### src/rtl/risc16_pkg.sv
// risc16_pkg: shared state encodings and wait-code constants for the RiSC-16 core
package risc16_pkg;

    typedef enum logic [1:0] {
        ST_IDLE  = 2'b00,
        ST_FETCH = 2'b01,
        ST_EXEC  = 2'b10
    } state_t;

    localparam logic [1:0] WAIT_2CYC = 2'b00;
    localparam logic [1:0] WAIT_3CYC = 2'b01;
    localparam logic [1:0] WAIT_4CYC = 2'b10;

endpackage

### src/rtl/cycle_sequencer.sv
// cycle_sequencer: multicycle timing engine for the RiSC-16 core
//   clk, rst_n          clock, async active-low reset
//   run, halt_req       run level and single-cycle halt request
//   imem_ready          instruction memory data valid
//   wait_cycle          extra execute cycles for current opcode
//   werf_in, wedmem_in  decoder write enables (active-low)
//   ir_we, pc_we        IR load and PC update strobes
//   werf_n, wedmem_n    write enables gated to the commit cycle (active-low)
//   busy, instr_done    not idle; one-cycle commit pulse
//   instret             retired-instruction counter (wraps)
module cycle_sequencer
    import risc16_pkg::*;
#(
    parameter int CNT_W  = 16,
    parameter int WAIT_W = 2
) (
    input  logic              clk,
    input  logic              rst_n,
    input  logic              run,
    input  logic              halt_req,
    input  logic              imem_ready,
    input  logic [WAIT_W-1:0] wait_cycle,
    input  logic              werf_in,
    input  logic              wedmem_in,
    output logic              ir_we,
    output logic              pc_we,
    output logic              werf_n,
    output logic              wedmem_n,
    output logic              busy,
    output logic              instr_done,
    output logic [CNT_W-1:0]  instret
);

    state_t            state, state_nx;
    logic [WAIT_W-1:0] cnt, cnt_nx;
    logic              halt_pend, halt_pend_nx;
    logic              commit;

    always_ff @(posedge clk or negedge rst_n) begin
        if (!rst_n) begin
            state     <= ST_IDLE;
            cnt       <= '0;
            halt_pend <= 1'b0;
            instret   <= '0;
        end else begin
            state     <= state_nx;
            cnt       <= cnt_nx;
            halt_pend <= halt_pend_nx;
            if (commit)
                instret <= instret + 1'b1;
        end
    end

    always_comb begin
        state_nx     = state;
        cnt_nx       = cnt;
        halt_pend_nx = halt_pend;
        commit       = 1'b0;
        ir_we        = 1'b0;
        case (state)
            ST_IDLE: begin
                if (run && !halt_pend)
                    state_nx = ST_FETCH;
            end
            ST_FETCH: begin
                ir_we        = imem_ready;
                halt_pend_nx = halt_pend | halt_req;
                if (imem_ready) begin
                    state_nx = ST_EXEC;
                    cnt_nx   = '0;
                end
            end
            ST_EXEC: begin
                // wait_cycle is compared live: the IR is stable throughout EXEC
                if (cnt != wait_cycle) begin
                    cnt_nx       = cnt + 1'b1;
                    halt_pend_nx = halt_pend | halt_req;
                end else begin
                    commit   = 1'b1;
                    state_nx = (!run || halt_pend || halt_req) ? ST_IDLE : ST_FETCH;
                end
            end
            default: state_nx = ST_IDLE;
        endcase
        // a pending halt is consumed by reaching IDLE
        if (state_nx == ST_IDLE)
            halt_pend_nx = 1'b0;
    end

    assign pc_we      = commit;
    assign instr_done = commit;
    assign werf_n     = commit ? werf_in : 1'b1;
    assign wedmem_n   = commit ? wedmem_in : 1'b1;
    assign busy       = (state != ST_IDLE);

endmodule

### config.mk
export PLATFORM = sky130hd
export DESIGN_NAME = cycle_sequencer
export DESIGN_NICKNAME = d
export VERILOG_FILES = /design/src/rtl/risc16_pkg.sv /design/src/rtl/cycle_sequencer.sv
export SDC_FILE = /design/constraint.sdc
export NUM_CORES = 1
export LEC_CHECK = 0
export CAP_MARGIN = 20
export CORE_MARGIN = 5
export CORE_UTILIZATION = 33
export DETAILED_ROUTE_END_ITERATION = 7
export PLACE_DENSITY = 0.64
export SETUP_SLACK_MARGIN = 0.2
export SYNTH_ARGS = -nofsm -noshare
export SYNTH_HDL_FRONTEND = slang
export SYNTH_SLANG_ARGS = --single-unit
### constraint.sdc
create_clock -name clk -period 3.7 [get_ports clk]
set_input_delay 0.925 -clock clk [delete_from_list [all_inputs] [get_ports clk]]
set_output_delay 0.925 -clock clk [all_outputs]
set_load 0.02 [all_outputs]
==> flow_summary.yaml <==
sta:
  fin_ws_ns: 0.362
  finalSetupViolations: 0
  hold_violations: 0
  fin_setup_tns_ns: 0
  fmax_mhz: 300
  slew_violations: 0
  period_needed_ns: 3.34
  skew_ns: 0.00263
  slew_headroom_pct: 67.4
  rsz0062_at_grt: "no"
  finalCritPeriodShare_pct: 90.2
  worst_pin_slew_ns: 0.484
setup_path:
  path_class: "input pin to output port"
  worstSetupEndpointType: "output port"
  worstPathRequired_ns: 2.77
  cp-start-kind: "input pin"
  cp_max_fo: 4
  crit_path_max_incr_delay_ns: 0.52
  cp_slowest_cell: "clkdlybuf4s50_1"
  crit_chain: "clkdlybuf4s50_1 -> xor2_4 -> nor3_4 -> buf_4 -> dlygate4sd2_1"
  cp.arrival_ns: 2.41
cts:
  postCtsHoldBufs: 0
  cts_tree: "done"
  cts-htree-levels: 1
  cts-root-buf: "clkbuf_4"
  clkTransAtPathRegs_ns: 0.12
  cts_max_path_buffers: 2
  cts_buffers: 3
  clock_sinks: 21
  insertion_delay_ns: 0.30
synthesis:
  synthFlopType: "dfrtp_1"
  netlist_area_um2: 1050
  avgSynthCellArea_um2: 11.2
  yosys.area_share.simple_pct: 25.1
  ys_warn_count: 0
  synth_adder_area_share_pct: 1.20
  ys_seq_area_share_pct: 50.2
  synth_xor_area_share_pct: 15.7
  synth_nets: 103
  synth_area_leader_cell: "dfrtp_1"
  synth_seq_cells: 21
  synth_top_family_by_area: "simple AND/OR/NAND/NOR gates"
  synth_edf_count: 0
  synth_async_sr_flop_share_pct: 100
  synth-compound-area-share_pct: 2.87
  synth_cell_types: 25
  synthCells: 93
  synthTopCellsByArea: "dfrtp_1 50%, xnor2_1 9.2%, nor4_4 4.1%"
  synth_top_cell_area_share_pct: 50.2
  synth_mux_area_share_pct: 3.11
detailed_routing:
  drc_errors: 0
  drtAntennaViolNets: 0
  wl_per_cell_um: 12.7
  dr.pass1.iters: 4
  drtIter0Drc: 26
  vias: 811
  finalWirelength_um: 2250
  drt-vias-per-instance: 4.58
power:
  p_per_area_nw_per_um2: 501
  pwr-share-seq_pct: 44.2
  ir_drop_v: 0.000236
  netSwitchingFraction_pct: 37.6
  combPwrFrac_pct: 40.8
  intPower_uw: 471
  p_leak_nw: 0.653
  netSwitchingPower_uw: 284
  p_clk_share_pct: 15.0
floorplan:
  core_area_um2: 3050
  dieArea_um2: 4400
  die_h_um: 66.3
  rows: 20
  die_x_um: 66.3
  io_pins: 31
  start_util_pct: 34.3
place:
  hpwl_um: 1650
  port_buffers: 30
  globalplace.congestion: 0.773
  dp_slack_ns: 0.0933
  placed_cell_area_um2: 1400
final_layout:
  post-route-cell-area_um2: 1510
  drive_gt1_share_pct: 14.3
  syn2layout_area_growth_pct: 44.0
  layout.nets: 144
  n_antenna_cell: 0
status:
  status: "finished clean"
grt:
  grt_remaining_overflow: 0
  grt_pass1_wl_um: 3780
  antenna_found_initial: 0
  grt_pass1_vias: 862
  grt_max_degree: 22
  gr-usage-all-layers_pct: 10.9
run:
  maxCapViolCount: 0
worst_hold_path:
  hp-class: "flip-flop to flip-flop"
-- what timing repair did --
action                                  in CTS  in global routing
pin swaps                                    0                  2
buffers inserted                             0                  5
endpoints found under the setup margin       4                  2
gates resized for setup                      2                  3
-- routing by layer --
layer	track usage (%)	up-vias	routed length (um)
met5	0	-	0
met4	4.06	0	0
met3	2.55	0	130
met2	18.5	23	1130
met1	13.4	393	988
li1	-	395	-
-- power by group through the flow --
stage               combinational [mW]  sequential (mW)  clock, mW
floorplan                        0.153            0.347          0
global placement                 0.280            0.330          0
detailed placement               0.285            0.335          0
CTS                              0.284            0.331      0.117
global route                     0.332            0.344      0.130
finish                           0.308            0.334      0.113
-- Yosys cell counts (all sizes together) (2+ instances only) --
| cell | number |
|---|---|
| nand3 | 8 |
| a21oi | 2 |
| dfrtp | 21 |
| nor2 | 3 |
| inv | 3 |
| nand2b | 5 |
| nor4 | 3 |
| xor2 | 6 |
| xnor2 | 11 |
| o21ai | 4 |
| mux2 | 2 |
| and3 | 4 |
| nand4 | 4 |
| nand2 | 10 |
-- per-stage QoR --
stage / power, mW / instances / utilization [%] / hold slack, ns
after floorplan: 0.500 / 93 / - / 0.484
after global placement: 0.610 / 167 / 45.9 / 0.469
after detailed placement: 0.620 / 167 / 45.9 / 0.476
after CTS: 0.732 / 171 / 46.7 / 0.497
after global routing: 0.807 / 177 / 49.3 / 0.536
final: 0.755 / 177 / 49.3 / 0.489
-- flip-flops by register name (all words and copies together) (netlist names) --
signal	flops
cnt	2
halt_pend	1
instret	16
state	2
-- logic make-up after synthesis --
group | count (synthesis)
AND/OR/NAND/NOR | 41
flip-flops | 21
XOR/XNOR | 17
AO/OA/AOI/OAI | 6
buffers and inverters | 4
multiplexers | 3
adder cells (fa/ha/maj) | 1
-- final cells by class --
class	count	area [um2]
clock buffers	4	26.3
fillers	305	1550
inverters	3	11.3
multi-input cells	68	513
flip-flops and latches	21	526
well taps	44	55.1
repair buffers	37	375
-- cell usage in the layout (no fill, tap or decap), types with 2 or more instances in the layout --
cell	synthesis	layout
xnor2_1	11	11
buf_4	1	6
mux2_2	2	2
dlymetal6s2s_1	0	2
nand4_1	4	4
nand3_1	8	8
and3_1	4	4
clkdlybuf4s50_1	0	26
dlygate4sd2_1	0	2
o21ai_0	3	3
a21oi_1	2	2
xor2_1	4	4
inv_1	3	3
nand2_1	10	10
nor4_4	2	2
nor2_1	3	3
nand2b_1	4	4
dfrtp_1	21	21
clkbuf_4	0	3
-- path summary, 6_finish.rpt --
check	endpoint	start	depth (start not counted)	slack, ns
min in group asynchronous	instret[7]	rst_n	1	0.81
max in group asynchronous	cnt[1]	rst_n	2	2.53
min reg2reg	instret[15]	instret[15]	1	0.49
max	pc_we	wait_cycle[0]	5	0.36
min	instret[15]	instret[15]	1	0.49
max reg2reg	instret[15]	cnt[0]	5	1.96
-- critical path: cells and delay by family --
family / cells / cell delay, ns
buf+inv: 3 / 1.01
simple gates: 1 / 0.26
xor+xnor: 1 / 0.22
No activity file was read; power rests on OpenSTA's default activity.
